**config.mk**
```make
export PLATFORM = sky130hd
export DESIGN_NAME = stdoaoi_pipe
export DESIGN_NICKNAME = d
export VERILOG_FILES = /design/src/rtl/stdoaoi_pkg.sv /design/src/rtl/stdoaoi_fn.sv /design/src/rtl/stdoaoi_pipe.sv
export SDC_FILE = /design/constraint.sdc
export NUM_CORES = 1
export LEC_CHECK = 0
export ABC_AREA = 1
export CAP_MARGIN = 20
export CORE_MARGIN = 5
export CORE_UTILIZATION = 54
export DETAILED_ROUTE_END_ITERATION = 6
export PLACE_DENSITY = 0.86
export RECOVER_POWER = 25
export SLEW_MARGIN = 40
export SYNTH_ARGS = -nofsm -noshare
export SYNTH_HDL_FRONTEND = slang
export SYNTH_SLANG_ARGS = --single-unit
```
**constraint.sdc**
```tcl
create_clock -name CLK -period 11.62 [get_ports CLK]
set_input_delay 1.162 -clock CLK [delete_from_list [all_inputs] [get_ports CLK]]
set_output_delay 1.162 -clock CLK [all_outputs]
set_load 0.01 [all_outputs]
```
**src/rtl/stdoaoi_pkg.sv**
```systemverilog
// rtl/stdoaoi_pkg.sv - shared constants for the stdoaoi complex-gate pipeline
package stdoaoi_pkg;

   localparam logic [1:0] MODE_OAOI211 = 2'd0;
   localparam logic [1:0] MODE_AOAI211 = 2'd1;
   localparam logic [1:0] MODE_AOI211  = 2'd2;
   localparam logic [1:0] MODE_OAI211  = 2'd3;

   localparam int STAGES_MIN = 1;
   localparam int STAGES_MAX = 4;

endpackage

```
**src/rtl/stdoaoi_fn.sv**
```systemverilog
// rtl/stdoaoi_fn.sv - bitwise selectable 4-input complex-gate function
module stdoaoi_fn
   import stdoaoi_pkg::*;
#(
   parameter int WIDTH = 8
) (
   input  logic [WIDTH-1:0] IN0,
   input  logic [WIDTH-1:0] IN1,
   input  logic [WIDTH-1:0] IN2,
   input  logic [WIDTH-1:0] IN3,
   input  logic [1:0]       MODE,
   output logic [WIDTH-1:0] F
);

   always_comb begin
      F = '0;
      unique case (MODE)
         MODE_OAOI211: F = ~(((IN0 | IN1) & IN2) | IN3);
         MODE_AOAI211: F = ~(((IN0 & IN1) | IN2) & IN3);
         MODE_AOI211:  F = ~((IN0 & IN1) | IN2 | IN3);
         MODE_OAI211:  F = ~((IN0 | IN1) & IN2 & IN3);
         default:      F = '0;
      endcase
   end

endmodule

```
**src/rtl/stdoaoi_pipe.sv**
```systemverilog
// rtl/stdoaoi_pipe.sv - complex-gate function, valid/ready pipeline, saturating toggle counter
module stdoaoi_pipe
   import stdoaoi_pkg::*;
#(
   parameter int WIDTH  = 8,
   parameter int STAGES = 2,
   parameter int CNT_W  = 16
) (
   input  logic             CLK,
   input  logic             RST_N,
   input  logic [WIDTH-1:0] IN0,
   input  logic [WIDTH-1:0] IN1,
   input  logic [WIDTH-1:0] IN2,
   input  logic [WIDTH-1:0] IN3,
   input  logic [1:0]       MODE,
   input  logic             IN_VALID,
   output logic             IN_READY,
   output logic [WIDTH-1:0] Y,
   output logic             OUT_VALID,
   input  logic             OUT_READY,
   input  logic             CNT_CLR,
   output logic [CNT_W-1:0] TOG_CNT
);

   if (STAGES < STAGES_MIN || STAGES > STAGES_MAX) begin : g_bad_stages
      $error("stdoaoi_pipe: STAGES must be within 1..4");
   end

   // Sum is wide enough that one add of a full-width popcount can never wrap.
   localparam int POP_W = $clog2(WIDTH + 1);
   localparam int SUM_W = ((CNT_W > POP_W) ? CNT_W : POP_W) + 1;
   localparam logic [SUM_W-1:0] CNT_MAX = {{(SUM_W-CNT_W){1'b0}}, {CNT_W{1'b1}}};

   logic [WIDTH-1:0]  w_f;
   logic [WIDTH-1:0]  r_d [STAGES];
   logic [STAGES-1:0] r_v;
   logic [STAGES-1:0] w_rdy;
   logic [WIDTH-1:0]  r_last_y;
   logic [CNT_W-1:0]  r_cnt;
   logic [WIDTH-1:0]  w_diff;
   logic [SUM_W-1:0]  w_sum;
   logic [CNT_W-1:0]  w_cnt_nxt;
   logic              w_xfer;
   logic              w_acc;

   stdoaoi_fn #(.WIDTH(WIDTH)) u_fn (
      .IN0  (IN0),
      .IN1  (IN1),
      .IN2  (IN2),
      .IN3  (IN3),
      .MODE (MODE),
      .F    (w_f)
   );

   // A stage is ready when it or any stage downstream of it is empty, or the sink accepts.
   always_comb begin
      w_rdy = '0;
      w_acc = OUT_READY;
      for (int k = STAGES - 1; k >= 0; k--) begin
         w_acc    = w_acc | ~r_v[k];
         w_rdy[k] = w_acc;
      end
   end

   always_ff @(posedge CLK or negedge RST_N) begin
      if (!RST_N) begin
         r_v <= '0;
         for (int k = 0; k < STAGES; k++) r_d[k] <= '0;
      end else begin
         if (w_rdy[0]) begin
            r_v[0] <= IN_VALID;
            r_d[0] <= w_f;
         end
         for (int k = 1; k < STAGES; k++) begin
            if (w_rdy[k]) begin
               r_v[k] <= r_v[k-1];
               r_d[k] <= r_d[k-1];
            end
         end
      end
   end

   assign w_xfer = r_v[STAGES-1] & OUT_READY;

   always_comb begin
      w_diff = r_d[STAGES-1] ^ r_last_y;
      w_sum  = {{(SUM_W-CNT_W){1'b0}}, r_cnt};
      for (int i = 0; i < WIDTH; i++) w_sum = w_sum + {{(SUM_W-1){1'b0}}, w_diff[i]};
      w_cnt_nxt = (w_sum > CNT_MAX) ? {CNT_W{1'b1}} : w_sum[CNT_W-1:0];
   end

   always_ff @(posedge CLK or negedge RST_N) begin
      if (!RST_N) begin
         r_cnt    <= '0;
         r_last_y <= '0;
      end else begin
         if (CNT_CLR)     r_cnt <= '0;
         else if (w_xfer) r_cnt <= w_cnt_nxt;
         if (w_xfer) r_last_y <= r_d[STAGES-1];
      end
   end

   assign IN_READY  = w_rdy[0];
   assign Y         = r_d[STAGES-1];
   assign OUT_VALID = r_v[STAGES-1];
   assign TOG_CNT   = r_cnt;

endmodule

```
== Word level (Yosys, flattened, before mapping) ==
Cells that the tools add are included.
Word-level totals
  flip-flop bits (word level): 42
  bits of input ports: 39
  output and inout port bits: 26
  logic and storage cells: 42
Cells by class
  add/subtract/negate cells: 8
  order comparisons: 1
  eq/ne operators: 3
  muxes and demuxes: 4
  bitwise logic cells: 18
  reductions and logical operators: 2
Operators by type and width (number)
  $add A17 B1 Y17: 7
  $mux W16: 3
  $and A8 B8 Y8: 4
  $not A8 Y8: 4
  $or A8 B8 Y8: 4
  $pmux W8 S4: 1
  $add A16 B1 Y17: 1
  $gt A17 B16 Y1 const B: 1
  $xor A8 B8 Y8: 1
  $eq A2 B2 Y1 const B: 2
  $eq A2 B1 Y1 const B: 1
  $logic_not A2 Y1: 1
  $not A1 Y1: 2
  $or A1 B1 Y1: 2
  $reduce_bool A2 Y1: 1
  $and A1 B1 Y1: 1

== Longest topological paths before layout ==
  word-level depth: 13
  gate-level depth with buffers: 17
  depth with buffers taken out: 17

== Cells and area by module ==
A second synthesis with hierarchy kept.
Second synthesis, totals
  cell total of the unflattened synthesis: 432
  area, all modules: 3010.4 um2
By module, submodules not included
  stdoaoi_pipe: times used 1, cells an instance 280, area each 2359.8 um2, seq. area each 1051.0 um2
  stdoaoi_fn: times used 1, cells an instance 152, area each 650.6 um2, seq. area each 0.0 um2

== Worst setup path before layout ==
Ideal clock, no wire load.
  path kind: reg-to-reg
  start point: register r_last_y[0]
  end point: register r_cnt[4], in the netlist TOG_CNT[4]
  library setup time: 0.121 ns
  data arrival time: 3.778 ns
  path slack: 7.720 ns
  stages on the path, launching flop included: 18
  buffers on the path: 1
  period minus slack after synthesis: 3.900 ns
  cell sequence: dfrtp_1 xor2_1 fa_1 fa_1 inv_1 fa_1 inv_1 fa_1 fa_1 nand2_1 nand3_1 nand2_1 nor2_4 nand3_2 buf_6 o21ai_1 nand2_1 nand2_1
On the way
  word-level cells in the longest chain between the ends: 13
RTL lines
  start, declared: RTL line stdoaoi_pipe.sv:38  | logic [WIDTH-1:0] r_last_y;
  start signal, assigned: RTL line stdoaoi_pipe.sv:99  | if (w_xfer) r_last_y <= r_d[STAGES-1];
  $xor A8 B8 Y8 *: RTL line stdoaoi_pipe.sv:86  | w_diff = r_d[STAGES-1] ^ r_last_y;
  $add A16 B1 Y17 *: RTL line stdoaoi_pipe.sv:88  | for (int i = 0; i < WIDTH; i++) w_sum = w_sum + {{(SUM_W-1){1'b0}}, w_diff[i]};
  $add A17 B1 Y17 * (7 in a row): RTL line stdoaoi_pipe.sv:88
  $gt A17 B16 Y1: RTL line stdoaoi_pipe.sv:89  | w_cnt_nxt = (w_sum > CNT_MAX) ? {CNT_W{1'b1}} : w_sum[CNT_W-1:0];
  $mux W16 *: RTL line stdoaoi_pipe.sv:89
  $mux W16 *: RTL line stdoaoi_pipe.sv:98  | else if (w_xfer) r_cnt <= w_cnt_nxt;
  $mux W16 *: RTL line stdoaoi_pipe.sv:97  | if (CNT_CLR) r_cnt <= '0;
  end signal, assigned: RTL line stdoaoi_pipe.sv:98
  end, declared: RTL line stdoaoi_pipe.sv:39  | logic [CNT_W-1:0] r_cnt;
Mark *: on every way between the ends. The rest lies on a longest branch, timed or not. The select of a mux whose other input is x is not followed.
A chain may end at the register's enable or synchronous reset.

== Worst setup path in the final report ==
  start point: input port OUT_READY
  end point: output port IN_READY
On the way
  word-level cells in the longest chain between the ends: 2
RTL lines
  start, declared: RTL line stdoaoi_pipe.sv:20  | input logic OUT_READY,
  $or A1 B1 Y1 (2 in a row): RTL line stdoaoi_pipe.sv:60  | w_acc = w_acc | ~r_v[k];
  end, declared: RTL line stdoaoi_pipe.sv:17  | output logic IN_READY,
No other way between the ends.

==> flow_summary.ini <==
[routing]
drtAntennaViolNets = 0
wl_per_cell_um = 12.8
drc = 0
dr.pass1.iters = 5
drt_iter0_drc = 223
viasPerCell = 5.21
vias = 2553
wl_um = 6280

[placement]
pre_cts_ws_ps = 7240
hpwl_um = 4840
place_area_sq_mm = 0.00336
io_buffers = 64
place_congestion = 0.905
placed_cells = 482

[setup_path]
reg2reg_to = TOG_CNT[5]
crit_end = IN_READY
path_cells = clkdlybuf4s50_1 > nor2_2 > nand2_1 > clkdlybuf4s50_1
critical_path.max_fanout = 18
cpMostUsedCell = clkdlybuf4s50_1
critPathArrivalTime_ps = 3210
critical_path_class = in2out
path_delay_family = buffers and inverters
crit_slowest_cell = clkdlybuf4s50_1
critPathLaunchType = input pin
max_stage_delay_ps = 610
crit_start = OUT_READY
crit_required_ps = 10460
worstReg2RegStart = Y[0]
cp_num_cells = 4
crit_buf_inv = 2
r2r_slack_ps = 7350
cp-end-kind = output port
worst_r2r_path_depth = 16

[global_route]
grt_pass1_vias = 2509
antenna_found_initial = 0
top_usage_layer = met2
grt_usage_pct = 21.3
grt_pass1_wl_um = 11000
use_met2_pct = 34.0
grt_overflow = 0
grt_util_met3_pct = 4.77
grt_max_degree = 43
gr-usage-met1_pct = 28.2

[timing]
slew_violations = 43
period_needed_ps = 4370
skew_ps = 10.4
fmax_mhz = 229
finalCritPeriodShare_pct = 37.6
finalHoldViolCount = 0
rsz0062_at_grt = no
setup_ws_ps = 7250
relSlewSlack_pct = -47.0
tightest_slew_ps = 2200
setup_viol = 0
worst_hold_slack_ps = 492
setup_tns_ps = 0

[clocking]
path_clk_slew_ps = 90
post_cts_buffers = 0
htreeDepth = 2
clock-sinks = 42
clock_path_buffers = 2
tritoncts.num_buffers = 5
cts-resized-gates = 0
cts_hold_buffers = 0
cts_tree = built
root_buffer = clkbuf_8
clkLatencyLatePin_ps = 300

[status]
status = finished, violations left
violations = max-capacitance violations, max-slew violations

[synth]
yosys-top-cells-count = nand2_1 (105), dfrtp_1 (42), inv_1 (40)
synth_nets = 416
yosys.area.top_type_share_pct = 38.5
async_reset_ff_share_pct = 100
ys.warnings.count = 0
ys_ff_latch = 42
netlist_area_sq_mm = 0.00273
postSynthCellCount = 366
synth_largest_area_cell = dfrtp_1
seq_area_frac_synth_pct = 38.5
synth.distinct_cells = 30
synth_edf_count = 0
synth.avg_cell_area_sq_um = 7.46
post-synth-top-count-cell = nand2_1
ys.flop_type = dfrtp_1
yosys-top-cells-area = dfrtp_1 (38%), nand2_1 (14%), o21ai_0 (7.0%), inv_1 (5.5%), nor2_1 (4.9%)

[pwr]
p_per_area_mw_per_mm2 = 148
power_uw = 509
power.leakage_nw = 1.69
ir_drop_v = 0.0000707

[die]
ios = 65
dieWidth_um = 81.1
die_height_um = 81.1
initial_core_util_pct = 56.7
die_area_sq_mm = 0.00658
coreArea_sq_mm = 0.00482
fp-row-count = 25

[final_layout]
drive_gt1_share_pct = 5.91
final_cells = 490
layout.nets = 472
diodes = 0
area_growth_pct = 26.2
finalInstanceArea_sq_mm = 0.00345
postLayoutCoreUtil_pct = 71.6

[run]
maxCapViolCount = 1

[hold_path]
hp-class = reg2reg
[where the power goes]
group | internal [mW] | switching (mW)
clock network | 0.0422 | 0.0529
registers | 0.166 | 0.0160
logic | 0.103 | 0.129
[placed cells by master, fill, tap and decap left out, types with 2 or more instances in the layout]
cell type	n
inv_1	40
clkbuf_8	5
a21oi_1	16
nand4_1	2
dfrtp_1	42
xor2_1	9
fa_1	5
o21ai_0	38
a31oi_1	2
a221oi_1	7
nor2_1	34
o211ai_1	2
nand3_2	6
o21ai_1	2
nor2_4	2
nor3_1	2
nand3b_1	2
clkdlybuf4s50_1	63
nand2_1	105
or2_2	2
nor2_2	4
nand2_2	2
ha_1	6
nand3_1	15
xnor2_1	3
[area by class of cell]
type / instances / area [sq um]
fillers: 414 / 1370
clock inverters: 3 / 21.3
repair buffers: 64 / 634
well taps: 67 / 83.8
inverters: 40 / 150
clock buffers: 5 / 68.8
multi-input cells: 269 / 1440
flip-flops and latches: 42 / 1050
[per-layer routing]
metal / up-vias / wire length [um]
li1: 1288 / -
met1: 1160 / 2850
met2: 96 / 2910
met3: 9 / 420
met4: 0 / 96
met5: - / 0
[cell families after synthesis]
| logic type | share of synthesized area (%) |
|---|---|
| XOR/XNOR | 3.85 |
| AND/OR/NAND/NOR | 28.1 |
| adder cells (fa/ha/maj) | 6.41 |
| buffers and inverters | 9.02 |
| flip-flops | 38.5 |
| AO/OA/AOI/OAI | 14.1 |
[flip-flops by register name (all words and copies together), names as in the netlist]
register,cells
r_d,8
Y,8
r_v,2
r_last_y,8
TOG_CNT,16
[worst min path at each step]
stage / start / endpoint / slack, ps / cells past startpoint
3_5_place_dp: r_v[0] / r_v[1] / 460 / 1
6_report: r_v[0] / r_v[1] / 490 / 1
3_3_place_gp: r_v[0] / r_v[1] / 460 / 1
4_1_cts: r_v[0] / r_v[1] / 490 / 1
5_1_grt: r_v[0] / r_v[1] / 490 / 1
2_1_floorplan: r_v[0] / r_v[1] / 440 / 1
Note: power is estimated with default switching activity, not from simulation.
